$ cat src/rtl/digital_monitor_sequencer_if.sv
// Bus from the monitor sequencer to the digital monitor mux.
// The master drives enable/select/channel; the mux side takes the slave view.
interface digital_monitor_sequencer_if #(
  parameter int unsigned CHAN_WIDTH = 6
);
  logic                  digital_monitor_enable;
  logic [3:0]            digital_monitor_select;
  logic [CHAN_WIDTH-1:0] digital_monitor_chan;

  modport master (
    output digital_monitor_enable,
    output digital_monitor_select,
    output digital_monitor_chan
  );

  modport slave (
    input digital_monitor_enable,
    input digital_monitor_select,
    input digital_monitor_chan
  );
endinterface

$ cat src/rtl/digital_monitor_sequencer.sv
// Drives the digital monitor mux: static pass-through of config values, or an
// automatic scan over a masked channel set with programmable dwell and blanking gap.
module digital_monitor_sequencer #(
  parameter int unsigned NUM_CHANNELS = 64,
  parameter int unsigned CHAN_WIDTH   = 6,
  parameter int unsigned DWELL_WIDTH  = 16
) (
  input  logic                    clk,
  input  logic                    reset,
  input  logic                    static_enable,
  input  logic [3:0]              static_select,
  input  logic [CHAN_WIDTH-1:0]   static_chan,
  input  logic                    scan_start,
  input  logic                    scan_stop,
  input  logic                    scan_continuous,
  input  logic [3:0]              scan_select,
  input  logic [NUM_CHANNELS-1:0] scan_chan_mask,
  input  logic [DWELL_WIDTH-1:0]  scan_dwell,
  input  logic [3:0]              scan_gap,
  digital_monitor_sequencer_if.master mon,
  output logic                    scan_active,
  output logic                    scan_done,
  output logic                    scan_wrap,
  output logic                    scan_error
);

  typedef enum logic [1:0] {IDLE, DWELL, GAP} state_t;

  state_t                  state_q;
  logic                    enable_q;
  logic [3:0]              select_q;
  logic [CHAN_WIDTH-1:0]   chan_q;

  logic [NUM_CHANNELS-1:0] mask_q;
  logic                    cont_q;
  logic [3:0]              sel_q;
  logic [DWELL_WIDTH-1:0]  dwell_q;
  logic [3:0]              gap_q;
  logic [DWELL_WIDTH-1:0]  dwell_cnt;
  logic [3:0]              gap_cnt;

  logic [CHAN_WIDTH-1:0]   first_start;
  logic [CHAN_WIDTH-1:0]   first_q;
  logic                    next_found;
  logic [CHAN_WIDTH-1:0]   next_chan;
  logic                    has_next;
  logic                    step_adv;
  logic [DWELL_WIDTH-1:0]  dwell_load_in;
  logic [DWELL_WIDTH-1:0]  dwell_load_q;

  assign mon.digital_monitor_enable = enable_q;
  assign mon.digital_monitor_select = select_q;
  assign mon.digital_monitor_chan   = chan_q;

  // Lowest set bit of the incoming mask (scan start) and of the latched mask (wrap).
  always_comb begin
    logic found_in;
    logic found_q;
    first_start = '0;
    first_q     = '0;
    found_in    = 1'b0;
    found_q     = 1'b0;
    for (int unsigned i = 0; i < NUM_CHANNELS; i++) begin
      if (!found_in && scan_chan_mask[i]) begin
        found_in    = 1'b1;
        first_start = CHAN_WIDTH'(i);
      end
      if (!found_q && mask_q[i]) begin
        found_q = 1'b1;
        first_q = CHAN_WIDTH'(i);
      end
    end
  end

  // Lowest latched-mask bit strictly above the channel currently shown.
  always_comb begin
    next_found = 1'b0;
    next_chan  = '0;
    for (int unsigned i = 0; i < NUM_CHANNELS; i++) begin
      if (!next_found && mask_q[i] && (i > 32'(chan_q))) begin
        next_found = 1'b1;
        next_chan  = CHAN_WIDTH'(i);
      end
    end
  end

  // Counters hold remaining cycles minus one, so a dwell of 0 behaves as 1.
  assign dwell_load_in = (scan_dwell == '0) ? '0 : scan_dwell - DWELL_WIDTH'(1);
  assign dwell_load_q  = (dwell_q == '0) ? '0 : dwell_q - DWELL_WIDTH'(1);

  // The gap is skipped after the final channel of a single pass.
  assign has_next = next_found || cont_q;
  assign step_adv = ((state_q == DWELL) && (dwell_cnt == '0) && !((gap_q != '0) && has_next)) ||
                    ((state_q == GAP) && (gap_cnt == '0));

  always_ff @(posedge clk or posedge reset) begin
    if (reset) begin
      state_q     <= IDLE;
      enable_q    <= 1'b0;
      select_q    <= '0;
      chan_q      <= '0;
      mask_q      <= '0;
      cont_q      <= 1'b0;
      sel_q       <= '0;
      dwell_q     <= '0;
      gap_q       <= '0;
      dwell_cnt   <= '0;
      gap_cnt     <= '0;
      scan_active <= 1'b0;
      scan_done   <= 1'b0;
      scan_wrap   <= 1'b0;
      scan_error  <= 1'b0;
    end else begin
      scan_done  <= 1'b0;
      scan_wrap  <= 1'b0;
      scan_error <= 1'b0;
      if (state_q == IDLE) begin
        enable_q <= static_enable;
        select_q <= static_select;
        chan_q   <= static_chan;
        if (scan_start && !scan_stop) begin
          mask_q  <= scan_chan_mask;
          cont_q  <= scan_continuous;
          sel_q   <= scan_select;
          dwell_q <= scan_dwell;
          gap_q   <= scan_gap;
          if (scan_chan_mask == '0) begin
            scan_error <= 1'b1;
          end else begin
            state_q     <= DWELL;
            enable_q    <= 1'b1;
            select_q    <= scan_select;
            chan_q      <= first_start;
            dwell_cnt   <= dwell_load_in;
            scan_active <= 1'b1;
          end
        end
      end else if (scan_stop) begin
        state_q     <= IDLE;
        enable_q    <= static_enable;
        select_q    <= static_select;
        chan_q      <= static_chan;
        scan_active <= 1'b0;
      end else if (step_adv) begin
        if (has_next) begin
          state_q   <= DWELL;
          enable_q  <= 1'b1;
          select_q  <= sel_q;
          chan_q    <= next_found ? next_chan : first_q;
          dwell_cnt <= dwell_load_q;
          scan_wrap <= !next_found;
        end else begin
          state_q     <= IDLE;
          enable_q    <= static_enable;
          select_q    <= static_select;
          chan_q      <= static_chan;
          scan_active <= 1'b0;
          scan_done   <= 1'b1;
        end
      end else if (state_q == DWELL) begin
        if (dwell_cnt != '0) begin
          dwell_cnt <= dwell_cnt - DWELL_WIDTH'(1);
        end else begin
          state_q  <= GAP;
          enable_q <= 1'b0;
          gap_cnt  <= gap_q - 4'd1;
        end
      end else begin
        gap_cnt <= gap_cnt - 4'd1;
      end
    end
  end

endmodule

$ cat src/flat_wrapper.sv
// flat-port wrapper written by rule: the top's interface ports become plain ports
module digital_monitor_sequencer_flat 
#(
  parameter int unsigned NUM_CHANNELS = 64,
  parameter int unsigned CHAN_WIDTH   = 6,
  parameter int unsigned DWELL_WIDTH  = 16
)
  (clk, reset, static_enable, static_select, static_chan, scan_start, scan_stop, scan_continuous, scan_select, scan_chan_mask, scan_dwell, scan_gap, scan_active, scan_done, scan_wrap, scan_error, mon_digital_monitor_enable, mon_digital_monitor_select, mon_digital_monitor_chan);
  digital_monitor_sequencer_if #(.CHAN_WIDTH(CHAN_WIDTH)) mon_i ();
  input  logic clk;
  input  logic reset;
  input  logic static_enable;
  input  logic [3:0] static_select;
  input  logic [CHAN_WIDTH-1:0] static_chan;
  input  logic scan_start;
  input  logic scan_stop;
  input  logic scan_continuous;
  input  logic [3:0] scan_select;
  input  logic [NUM_CHANNELS-1:0] scan_chan_mask;
  input  logic [DWELL_WIDTH-1:0] scan_dwell;
  input  logic [3:0] scan_gap;
  output logic scan_active;
  output logic scan_done;
  output logic scan_wrap;
  output logic scan_error;
  output wire logic [$bits(mon_i.digital_monitor_enable)-1:0] mon_digital_monitor_enable;
  output wire logic [$bits(mon_i.digital_monitor_select)-1:0] mon_digital_monitor_select;
  output wire logic [$bits(mon_i.digital_monitor_chan)-1:0] mon_digital_monitor_chan;
  assign mon_digital_monitor_enable = mon_i.digital_monitor_enable;
  assign mon_digital_monitor_select = mon_i.digital_monitor_select;
  assign mon_digital_monitor_chan = mon_i.digital_monitor_chan;
  digital_monitor_sequencer #(.NUM_CHANNELS(NUM_CHANNELS), .CHAN_WIDTH(CHAN_WIDTH), .DWELL_WIDTH(DWELL_WIDTH)) u_core (.clk(clk), .reset(reset), .static_enable(static_enable), .static_select(static_select), .static_chan(static_chan), .scan_start(scan_start), .scan_stop(scan_stop), .scan_continuous(scan_continuous), .scan_select(scan_select), .scan_chan_mask(scan_chan_mask), .scan_dwell(scan_dwell), .scan_gap(scan_gap), .mon(mon_i), .scan_active(scan_active), .scan_done(scan_done), .scan_wrap(scan_wrap), .scan_error(scan_error));
endmodule
$ cat config.mk
export PLATFORM = sky130hd
export DESIGN_NAME = digital_monitor_sequencer_flat
export DESIGN_NICKNAME = d
export VERILOG_FILES = /design/src/rtl/digital_monitor_sequencer_if.sv /design/src/rtl/digital_monitor_sequencer.sv /design/src/flat_wrapper.sv
export SDC_FILE = /design/constraint.sdc
export NUM_CORES = 1
export LEC_CHECK = 0
export ABC_CLOCK_PERIOD_IN_PS = 5100
export BUFFER_PORTS_ARGS = -buffer_cell sky130_fd_sc_hd__buf_4
export CAP_MARGIN = 20
export CORE_AREA = 2 2 141 129
export DETAILED_ROUTE_END_ITERATION = 6
export DIE_AREA = 0 0 143 131
export HOLD_SLACK_MARGIN = 0.08
export PLACE_DENSITY = 0.78
export SYNTH_ARGS = -nofsm -noshare
export SYNTH_HDL_FRONTEND = slang
export SYNTH_SLANG_ARGS = --single-unit
export TNS_END_PERCENT = 5
$ cat constraint.sdc
create_clock -name clk -period 5.1 [get_ports clk]
set_clock_uncertainty 0.2 [all_clocks]
set_input_delay 1.02 -clock clk [delete_from_list [all_inputs] [get_ports clk]]
set_output_delay 1.02 -clock clk [all_outputs]
set_load 0.01 [all_outputs]
==> key figures <==
CTS
  • Reg clk slew, reported paths: 0.07 ns
  • Clock Path Buffers: 2
  • Root Driver: clkbuf_16
  • # hold bufs at CTS: 0
  • CTS sink count: 126
  • Post-CTS Setup Repair Bufs: 0
  • PostCTS Resize Cnt: 0
  • Num CTS Buffers: 17
  • Clk_lat worst skew: 0.42 ns
  • CTS tree: done
  • H-tree Lvls: 4

Finish
  • Layout cell share with drive strength beyond 1: 14.32%
  • FF/Latch Area: 3153 um^2
  • Filler instances: 1462
  • Final core utilization: 69.57%
  • Area delta synth->final: 18.17%
  • Final #Nets: 1645
  • Multi-input logic area: 6569 um^2
  • Ant. Diodes: 0
  • Layout Cells excl Fill: 1790

Global routing
  • Met3 GRT Util: 12.24%
  • Total grt overflow: 0
  • Largest net degree at the start of global routing: 82
  • Gr busiest metal: met1
  • All-Layer GR Usage: 41.06%
  • Vias in the first global route: 10780
  • GR met1 Demand/Resource: 60.30%
  • Initial antenna violation count: 0
  • First-pass GRT wire length: 59040 um
  • Met2 usage: 57.05%

Detailed routing
  • Via density: 6.735
  • DR DRC count: 6
  • Routed WL: 38860 um
  • WL per Instance: 21.71 um
  • Post-DRT Antenna Nets: 0
  • Drt first pass iters: 7
  • Initial drt markers: 1586
  • Vias post-DR: 12060

Placement
  • Routability cong.: 1.040
  • Post-DP HPWL: 29600 um
  • Placed Cells: 1757
  • Port bufs: 118

Logic synthesis
  • Number of flops mapped to enable cells by yosys: 0
  • Synth Flop Type: dfrtp_1
  • Post-synth ARST share: 100.0%
  • Sequential share of the synthesized area: 30.92%
  • Most common cell in the netlist: nand2_1
  • Top post-synthesis cells by area: dfrtp_1 31%, nand2_1 11%, nor2_1 5.3%, o21ai_0 4.8%, a21oi_1 4.2%
  • Synth unique cells: 82
  • Most frequent cells after synthesis: 306 x nand2_1, 144 x nor2_1, 126 x dfrtp_1
  • Biggest area consumer among synthesized cells: dfrtp_1
  • Mapped Nets: 1534
  • #FFs+latches synth: 126
  • Synth top area share: 30.92%
  • Syn Std Cell Area: 10200 um^2
  • YS warnings: 0
  • Post-Syn Instances: 1426
  • Mean Syn Cell Area: 7.152 um^2

Critical path
  • Worst Path Required: 5.20 ns
  • Startpoint types: flip-flop
  • Cell Chain, Critical Path: buf_4, and4b_1, o21bai_1, a21bo_2, nor4_4, or4b_1, buf_4, o21ai_0, a21oi_2, buf_4, o31a_1, o22a_1
  • CP arrival: 4.58 ns
  • CP Class: flip-flop to flip-flop
  • Crit path max-delay cell type: dfrtp_1
  • Largest stage delay on the critical path: 0.84 ns
  • Crit path top cell by count: buf_4
  • R2R setup slack: 0.62 ns
  • Crit path capture type: flip-flop
  • Worst-path fanout max: 32

Die
  • Die Height: 131 um
  • Die width: 143 um
  • IO Pins: 119
  • Core ar.: 17320 um^2
  • Starting Density: 58.87%
  • Row count: 46
  • Die area: 18730 um^2

STA
  • Min cycle time layout: 4.482 ns
  • Slew Viols, Final: 0
  • Fin crit share: 87.89%
  • Final setup vio count: 0
  • Headroom to the max-slew limit: 32.65%
  • Final Hold Viols: 0
  • Tightest Pin Transition: 1.001 ns
  • RSZ-0062 raised after global routing: no
  • Setup TNS: 0 ns
  • Fmax: 0.2231 GHz

Power
  • Reg power frac: 33.6%
  • Static Leakage: 0.005159 uW
  • Net switching power figure: 2662 uW
  • Sw frac: 46.50%
  • PwrDens: 475.1 nW/um^2
  • Gate power share: 44.4%
  • P_int: 3063 uW
  • Clk network pwr share: 22.1%
  • Max VDD drop: 0.2566 mV

Hold path
  • Worst hold path class: primary input to asynchronous set/reset pin

Outcome
  • Status: complete, but fails checks
  • Failing checks: design-rule violations

Flow run
  • Maxcap violations: 0
[layout make-up]
type | count | area share [%]
Clock buffer | 18 | 3.644
Multi-Input combinational cell | 1180 | 54.51
Timing Repair Buffer | 157 | 10.05
Sequential cell | 126 | 26.16
Tap cell | 240 | 2.492
Clock inverter | 14 | 1.412
Inverter | 55 | 1.734
[worst max-delay path: cells and delay by family, from the launching register on]
kind / cells / cell delay [ns]
buf+inv: 3 / 0.80
compound gates: 6 / 1.37
flops: 1 / 0.84
simple gates: 3 / 1.13
[cells by family (layout without fill, tap and decap cells)]
logic type | count (synthesis) | in the layout | share of synthesized area (%)
adders and majority gates | 4 | 4 | 0.4908
AOI/OAI and AO/OA | 407 | 407 | 26.82
buffers and inverters | 120 | 244 | 4.809
DFF | 126 | 126 | 30.92
xor gates and xnor gates | 27 | 27 | 2.319
muxes | 7 | 7 | 0.6993
and+or+nand+nor | 735 | 735 | 33.95
[path summary, 6_finish.rpt]
kind	start	to	depth (start not counted)
max	u_core.mon.digital_monitor_chan[2]	u_core.dwell_cnt[7]	12
min	reset	u_core.dwell_q[3]	2
max reg2reg	u_core.mon.digital_monitor_chan[2]	u_core.dwell_cnt[7]	12
min reg2reg	u_core.sel_q[0]	u_core.sel_q[0]	2
max in group asynchronous	reset	u_core.mask_q[5]	4
min in group clk	u_core.sel_q[0]	u_core.sel_q[0]	2
[flip-flops by register name, indices dropped and copies added, names as in the netlist, 2 cells and up]
| name | count |
|---|---|
| u_core.state_q | 2 |
| u_core.gap_q | 4 |
| u_core.gap_cnt | 4 |
| u_core.sel_q | 4 |
| u_core.mask_q | 64 |
| u_core.dwell_q | 16 |
| u_core.mon.digital_monitor_select | 4 |
| u_core.dwell_cnt | 16 |
| u_core.mon.digital_monitor_chan | 6 |
[per-layer routing]
metal	routed length, um	vias up
li1	-	5452
met1	15950	5575
met2	15890	922
met3	5738	107
met4	1282	0
met5	0	-
[stage by stage]
stage | hold slack, ns | power [uW] | setup slack, ns | instance area [um^2]
after global routing | 0.2674 | 6022 | 0.5207 | 12050
after CTS | 0.2877 | 5597 | 0.8077 | 12020
after floorplan | 0.2461 | 3408 | 0.5241 | 10200
final | 0.2695 | 5726 | 0.6178 | 12050
after global placement | 0.2618 | 4262 | 0.8231 | 11410
after detailed placement | 0.2693 | 4320 | 0.6512 | 11410
[power groups by stage]
| stage | Clock [uW] | Combinational, uW | Sequential (uW) |
|---|---|---|---|
| after detailed placement | 0 | 2440 | 1880 |
| after CTS | 1270 | 2460 | 1870 |
| final | 1260 | 2540 | 1920 |
| after global placement | 0 | 2390 | 1870 |
| after floorplan | 0 | 1760 | 1640 |
| after global routing | 1320 | 2760 | 1940 |
[cell usage in the layout (no fill, tap or decap), types with 15 or more instances in the layout]
cell       synthesis  routed
nand2b_1          24      24
nor3_1            56      56
buf_4              5     155
xor2_1            16      16
nand3_1           41      41
dfrtp_1          126     126
clkbuf_16          0      17
nor2_1           144     143
or2_2             15      15
inv_1             55      54
nor4_1            42      42
a21oi_1           85      84
nor2b_1           16      16
o31ai_1           18      18
a31oi_1           24      24
nand2_1          306     305
nand4_1           18      18
o211ai_1          23      23
o21ai_0           97      97
No activity file was read; power rests on OpenSTA's default activity.
